File: config.mk
export PLATFORM = sky130hd
export DESIGN_NAME = prog_freq_divider
export DESIGN_NICKNAME = d
export VERILOG_FILES = /design/src/rtl/prog_freq_divider_pkg.sv /design/src/rtl/prog_freq_divider_div_reg.sv /design/src/rtl/prog_freq_divider.sv
export SDC_FILE = /design/constraint.sdc
export NUM_CORES = 1
export LEC_CHECK = 0
export ABC_AREA = 1
export ABC_CLOCK_PERIOD_IN_PS = 5900
export CAP_MARGIN = 20
export CORE_AREA = 4 4 48 93
export DETAILED_ROUTE_END_ITERATION = 8
export DIE_AREA = 0 0 52 97
export HOLD_SLACK_MARGIN = 0.02
export PLACE_DENSITY = 0.8
export SLEW_MARGIN = 0
export SYNTH_ARGS = -nofsm -noshare
export SYNTH_HDL_FRONTEND = slang
export SYNTH_HIERARCHICAL = 1
export SYNTH_SLANG_ARGS = --single-unit
File: constraint.sdc
create_clock -name clk -period 5.9 [get_ports clk]
set_input_delay 1.77 -clock clk [delete_from_list [all_inputs] [get_ports clk]]
set_output_delay 1.77 -clock clk [all_outputs]
set_load 0.01 [all_outputs]
File: src/rtl/prog_freq_divider_pkg.sv
// Shared definitions for the programmable divider and the downstream divider stages.
package prog_freq_divider_pkg;

   localparam int unsigned FDIV_DIV_MIN = 2;

   // How a pending divisor is being applied this cycle.
   typedef enum logic [1:0] {
      APPLY_NONE,
      APPLY_WRAP,
      APPLY_HOLD
   } apply_e;

endpackage

File: src/rtl/prog_freq_divider_div_reg.sv
// Pending-divisor register: captures and clamps div_in, schedules its application, pulses div_ack.
module prog_freq_divider_div_reg
   import prog_freq_divider_pkg::*;
#(
   parameter int unsigned WIDTH = 8
) (
   input  logic             clk,
   input  logic             rst,
   input  logic             en,
   input  logic             wrap,
   input  logic [WIDTH-1:0] div_in,
   input  logic             div_load,
   output logic [WIDTH-1:0] pend,
   output apply_e           apply,
   output logic             div_ack
);

   logic             pend_v;
   logic [WIDTH-1:0] div_clamped;

   always_comb begin
      div_clamped = (div_in < WIDTH'(FDIV_DIV_MIN)) ? WIDTH'(FDIV_DIV_MIN) : div_in;
      apply       = APPLY_NONE;
      if (pend_v) begin
         if (!en)
            apply = APPLY_HOLD;
         else if (wrap)
            apply = APPLY_WRAP;
      end
   end

   // A load coinciding with an application keeps pend_v set: the old value is
   // consumed this edge while the new one waits for the next boundary.
   always_ff @(posedge clk) begin
      if (rst) begin
         pend    <= WIDTH'(FDIV_DIV_MIN);
         pend_v  <= 1'b0;
         div_ack <= 1'b0;
      end else begin
         div_ack <= (apply != APPLY_NONE);
         if (div_load) begin
            pend   <= div_clamped;
            pend_v <= 1'b1;
         end else if (apply != APPLY_NONE) begin
            pend_v <= 1'b0;
         end
      end
   end

endmodule

File: src/rtl/prog_freq_divider.sv
// Programmable divide-by-N stage: square wave fout, end-of-period tick, reloadable divisor.
// Optional quadrature output fout_q is built when FDIV_QUAD_EN is defined.
module prog_freq_divider
   import prog_freq_divider_pkg::*;
#(
   parameter int unsigned WIDTH       = 8,
   parameter int unsigned DEFAULT_DIV = 4
) (
   input  logic             clk,
   input  logic             rst,
   input  logic             en,
   input  logic [WIDTH-1:0] div_in,
   input  logic             div_load,
   output logic             div_ack,
   output logic             fout,
   output logic             tick
`ifdef FDIV_QUAD_EN
   ,
   output logic             fout_q
`endif
);

   logic [WIDTH-1:0] cnt;
   logic [WIDTH-1:0] div_cur;
   logic [WIDTH-1:0] cnt_next;
   logic [WIDTH-1:0] last;
   logic [WIDTH-1:0] half;
   logic [WIDTH-1:0] pend;
   logic             wrap;
   apply_e           apply;

   function automatic logic [WIDTH-1:0] half_up(input logic [WIDTH-1:0] n);
      logic [WIDTH:0] t;
      t = {1'b0, n} + (WIDTH+1)'(1);
      return t[WIDTH:1];
   endfunction

`ifdef FDIV_QUAD_EN
   // Level of a copy of fout delayed by floor(d/4); c < d so one subtraction replaces the modulo.
   function automatic logic quad_level(input logic [WIDTH-1:0] c, input logic [WIDTH-1:0] d);
      logic [WIDTH:0] s;
      s = {1'b0, c} + {1'b0, d} - {1'b0, d >> 2};
      if (s >= {1'b0, d})
         s = s - {1'b0, d};
      return s < {1'b0, half_up(d)};
   endfunction
`endif

   always_comb begin
      last     = div_cur - WIDTH'(1);
      half     = half_up(div_cur);
      wrap     = (cnt == last);
      cnt_next = wrap ? '0 : cnt + WIDTH'(1);
   end

   prog_freq_divider_div_reg #(
      .WIDTH (WIDTH)
   ) u_div_reg (
      .clk      (clk),
      .rst      (rst),
      .en       (en),
      .wrap     (wrap),
      .div_in   (div_in),
      .div_load (div_load),
      .pend     (pend),
      .apply    (apply),
      .div_ack  (div_ack)
   );

   always_ff @(posedge clk) begin
      if (rst) begin
         cnt     <= WIDTH'(DEFAULT_DIV - 1);
         div_cur <= WIDTH'(DEFAULT_DIV);
         fout    <= 1'b0;
         tick    <= 1'b0;
`ifdef FDIV_QUAD_EN
         fout_q  <= 1'b0;
`endif
      end else begin
         case (apply)
            APPLY_WRAP: begin
               div_cur <= pend;
               cnt     <= '0;
               fout    <= 1'b1;
               tick    <= 1'b0;
`ifdef FDIV_QUAD_EN
               fout_q  <= quad_level(WIDTH'(0), pend);
`endif
            end
            APPLY_HOLD: begin
               div_cur <= pend;
               cnt     <= pend - WIDTH'(1);
               fout    <= 1'b0;
               tick    <= 1'b0;
`ifdef FDIV_QUAD_EN
               fout_q  <= quad_level(pend - WIDTH'(1), pend);
`endif
            end
            default: begin
               if (en) begin
                  cnt    <= cnt_next;
                  fout   <= (cnt_next < half);
                  tick   <= (cnt_next == last);
`ifdef FDIV_QUAD_EN
                  fout_q <= quad_level(cnt_next, div_cur);
`endif
               end else begin
                  tick   <= 1'b0;
               end
            end
         endcase
      end
   end

endmodule

* Yosys cells after proc, flatten, opt, wreduce, memory -nomap -nowiden
Index checks and enable logic that the tools add are counted.
Word-level totals: bits in registers 28, input bits 12, output and inout port bits 3, logic and storage cells 34
Operators by class: add/sub/neg operators 4, magnitude comparators 2, eq/ne operators 4, mux-type cells 11, bitwise logic cells 1, reductions and logical operators 5
Operators by type and width (count):
- $mux W8 | 3
- $eq A8 B8 Y1 | 2
- $pmux W8 S2 | 1
- $sub A8 B1 Y8 const B | 2
- $add A8 B1 Y9 const B | 1
- $add A8 B1 Y8 const B | 1
- $lt A8 B2 Y1 const B | 1
- $lt A8 B8 Y1 | 1
- $mux W1 | 4
- $mux W2 | 2
- $reduce_bool A2 Y1 | 2
- $reduce_or A4 Y1 | 1
- $reduce_bool A3 Y1 | 1
- $eq A2 B1 Y1 const B | 1
- $eq A2 B2 Y1 const B | 1
- $pmux W1 S2 | 1
- $reduce_or A2 Y1 | 1
- $not A1 Y1 | 1

* Depth between registers and ports, before layout
word-level depth 8, depth in mapped cells 22, mapped depth without buffers 21

* Hierarchy
The synthesis kept the hierarchy.
Modules (own cells, without submodules):
- prog_freq_divider | times used 1, cells an instance 295, area an instance 1835.5 um^2, seq. area each 360.3 um^2
- prog_freq_divider_div_reg | times used 1, cells an instance 52, area an instance 390.4 um^2, seq. area each 200.2 um^2

* Worst setup path after synthesis
No wires, ideal clock.
kind input to register, start in en, end reg cnt[0], library setup time 0.128 ns, data arrival time 3.059 ns, required time 5.772 ns, slack 2.713 ns, cell stages on the path 9, path buffers 1, cell sequence nand2_1 -> nor2_2 -> inv_1 -> ha_1 -> nor3_1 -> inv_1 -> clkbuf_1 -> a21oi_1 -> o21ai_0
Between the ends: cells in the longest elaborated chain, start to end 4, elaborated cells between the ends (all ways) 6, classes of those cells eq/ne: 2; mux: 3; reduce/logical: 1
RTL lines:
- from (decl) | RTL line prog_freq_divider.sv:11 | input logic en,
- $mux W2 (*) | RTL line prog_freq_divider_div_reg.sv:25 | if (!en)
- $mux W2 (*) | RTL line prog_freq_divider_div_reg.sv:24 | if (pend_v) begin
- named net apply[0] | RTL line prog_freq_divider.sv:30 | apply_e apply;
- $eq A2 B2 Y1 / $eq A2 B1 Y1 (equally long branches) | RTL line prog_freq_divider.sv:80 | case (apply)
- $pmux W8 S2 / $reduce_bool A3 Y1 (equally long branches)
- to (signal assigned) | RTL line prog_freq_divider.sv:72 | cnt <= WIDTH'(DEFAULT_DIV - 1);
- to (signal assigned) | RTL line prog_freq_divider.sv:92 | cnt <= pend - WIDTH'(1);
- to (signal assigned) | RTL line prog_freq_divider.sv:101 | cnt <= cnt_next;
- to (decl) | RTL line prog_freq_divider.sv:23 | logic [WIDTH-1:0] cnt;
The timed path passes the listed nets; every way through them passes the cells marked *. A chain may end at the register's enable or synchronous reset.

* Final worst setup path
start in en, end reg fout
Between the ends: cells in the longest elaborated chain, start to end 4, elaborated cells between the ends (all ways) 6, classes of those cells eq/ne: 2; mux: 3; reduce/logical: 1
RTL lines:
- $mux W2 (*) | RTL line prog_freq_divider_div_reg.sv:25
- $mux W2 (*) | RTL line prog_freq_divider_div_reg.sv:24
- named net apply[0] | RTL line prog_freq_divider.sv:30
- $eq A2 B2 Y1 / $eq A2 B1 Y1 (equally long branches) | RTL line prog_freq_divider.sv:80
- $pmux W1 S2 / $reduce_bool A3 Y1 (equally long branches)
- to (signal assigned) | RTL line prog_freq_divider.sv:102 | fout <= (cnt_next < half);
- to (decl) | RTL line prog_freq_divider.sv:15 | output logic fout,
Marked as above.

==> qor.yml <==
status: "finished, final reports clean"
start_util_pct: 58.5
grt_use_total_pct: 25.7
finalHoldViolCount: 0
p_total_uw: 591
ys_warn_count: 6
synth_top_area_share_pct: 25.2
tns_ps: 0
root_buffer: "clkbuf_8"
nNetsFinal: 383
synth_cells: 347
crit_path_end_kind: "register"
dr.pass1.iters: 4
required_ps: 6110
min_period_ps: 4000
wl_per_cell_um: 14.4
slew_viol_final: 0
cp-start-kind: "input pin"
cts.sinks: 28
ys_types: 35
top_usage_layer: "met2"
cts_resized: 0
min_to: "u_div_reg/pend_v"
areaGrowthSynthToFinish_pct: 10.1
syn-num-nets: 372
antenna_found_initial: 0
finalSetupViolations: 0
r2r-start: "div_cur[1]"
ir_worst_vdd_v: 0.000282
htree_num_levels: 1
ys_ff_latch: 28
cts_buffer_depth: 2
tritoncts: "yes"
dr_total_vias: 2248
arrival_ps: 4210
grt_setup_unrepaired: "no"
met2_usage_pct: 45.7
crit_fanout: 24
pre_cts_ws_ps: 1630
layout_commonest_cell: "nand2_1"
wl_mm: 5.86
crit_type: "in -> reg"
relSlewSlack_pct: 57.7
place_congestion: 0.971
syn_avg_cell_area_sq_um: 6.41
cts_buffers: 3
tightest_slew_ps: 634
hold_path_class: "reg -> reg"
dieArea_sq_mm: 0.00504
syn-cell-area_sq_mm: 0.00223
yosysSeqAreaShare_pct: 25.2
yosys.area.top_type: "dfxtp_1"
diodes: 0
die_x_um: 52
postCtsHoldBufs: 0
p_leak_nw: 1.17
reg2reg_depth: 20
fillers: 354
antenna_left: 0
met1_usage_pct: 25.0
grt_overflow: 0
clk_pin_slew_worst_paths_ps: 100
holdPathStages: 2
fmax_ghz: 0.250
dp_hpwl_mm: 4.86
first_global_vias: 2217
r2r_slack_ps: 2070
grt_max_degree: 25
postCtsSetupBuffers: 0
numPortBuffers: 14
layout_common_cells: "nand2_1, inv_1, nor2_1, dfxtp_1, nand3_1"
synth.area.top_cells: "dfxtp_1, nand2_1, inv_1, ha_1, nor2_1"
grt_pass1_wl_mm: 9.84
hold_start: "u_div_reg/pend_v"
setup_slack_ps: 1900
drive_gt1_share_pct: 8.96
cap_violations: 0
placeableCoreArea_sq_mm: 0.00380
dr.first_iter.drc_count: 60
clock_latency_ps: 280
skew_ps: 3.43
die_y_um: 97
multi_input_area_sq_mm: 0.00139
seqCellArea_sq_um: 561
r2r-end: "fout"
std_cell_rows: 32
power_per_cell_area_mw_per_mm2: 241
io_pins: 15
grt_use_met3_pct: 1.85
min_period_over_period_pct: 67.8
viasPerCell: 5.51
post-route-drc-count: 0
==> synth_stat cells, drive strengths merged <==
cell	instances
nand4	5
xor2	9
a31oi	6
o22ai	5
a221oi	1
nand3	25
nand3b	1
nor2	41
inv	59
ha	13
buf	4
xnor2	3
dfxtp	28
a21oi	20
nor3	6
a22o	1
a31o	1
clkbuf	4
nand2	84
a211oi	1
o21ai	30
==> how the worst max path moves through the flow <==
stage,from,to,depth (start not counted)
2_1_floorplan,en,cnt[0],9
6_report,en,fout,11
3_3_place_gp,en,fout,11
5_1_grt,en,fout,11
4_1_cts,en,fout,11
3_5_place_dp,en,fout,11
==> per-stage QoR <==
step           area, sq um  hold WS [ps]  util (%)  instances
6_report              2450           492      64.4        408
5_1_grt               2450           520      64.4        408
4_1_cts               2450           494      64.4        408
3_5_place_dp          2380           480      62.6        404
3_3_place_gp          2380           469      62.6        404
2_1_floorplan         2230           450         -        347
==> metal layers <==
| layer | routed length [um] | share of wire, % |
|---|---|---|
| met1 | 1950 | 33 |
| met2 | 3160 | 54 |
| met3 | 211 | 3.6 |
| met4 | 535 | 9.1 |
| met5 | 0 | 0 |
==> worst max-delay path, stage by stage <==
cell and delay, ps:
clkdlybuf4s50_1 530, nand2_1 80, nor2_2 140, inv_1 60, ha_1 690, inv_1 210
a211oi_1 240, nand3_1 110, a31oi_1 180, nand2_1 90, a21oi_2 110
==> registers in the layout, summed over array words and instances, names as in the netlist <==
name,count
tick,1
u_div_reg/div_ack,1
u_div_reg/pend_v,1
u_div_reg/pend,8
div_cur,8
cnt,8
fout,1
==> kinds of logic (layout without fill, tap and decap cells) <==
| group | count (synthesis) | after routing | synth area share (%) |
|---|---|---|---|
| simple gates | 162 | 162 | 34.1 |
| flops | 28 | 28 | 25.2 |
| buf+inv | 67 | 77 | 12.3 |
| fa+ha+maj | 13 | 13 | 7.31 |
| xor+xnor | 12 | 12 | 4.72 |
| compound gates | 65 | 65 | 16.4 |
==> area by class of cell <==
| cell class | count | area share [%] |
|---|---|---|
| Multi-Input combinational cell | 252 | 56.8 |
| Sequential cell | 28 | 22.9 |
| Inverter | 59 | 9.14 |
| Timing Repair Buffer | 14 | 5.72 |
| Tap cell | 51 | 2.60 |
| Clock buffer | 3 | 1.68 |
| Clock inverter | 1 | 1.23 |
==> report_power, final <==
part	switching (mW)	internal, mW
sequential	0.0209	0.205
clock	0.0609	0.0909
combinational	0.134	0.0793
total	0.216	0.375
No activity file was read; power rests on OpenSTA's default activity.
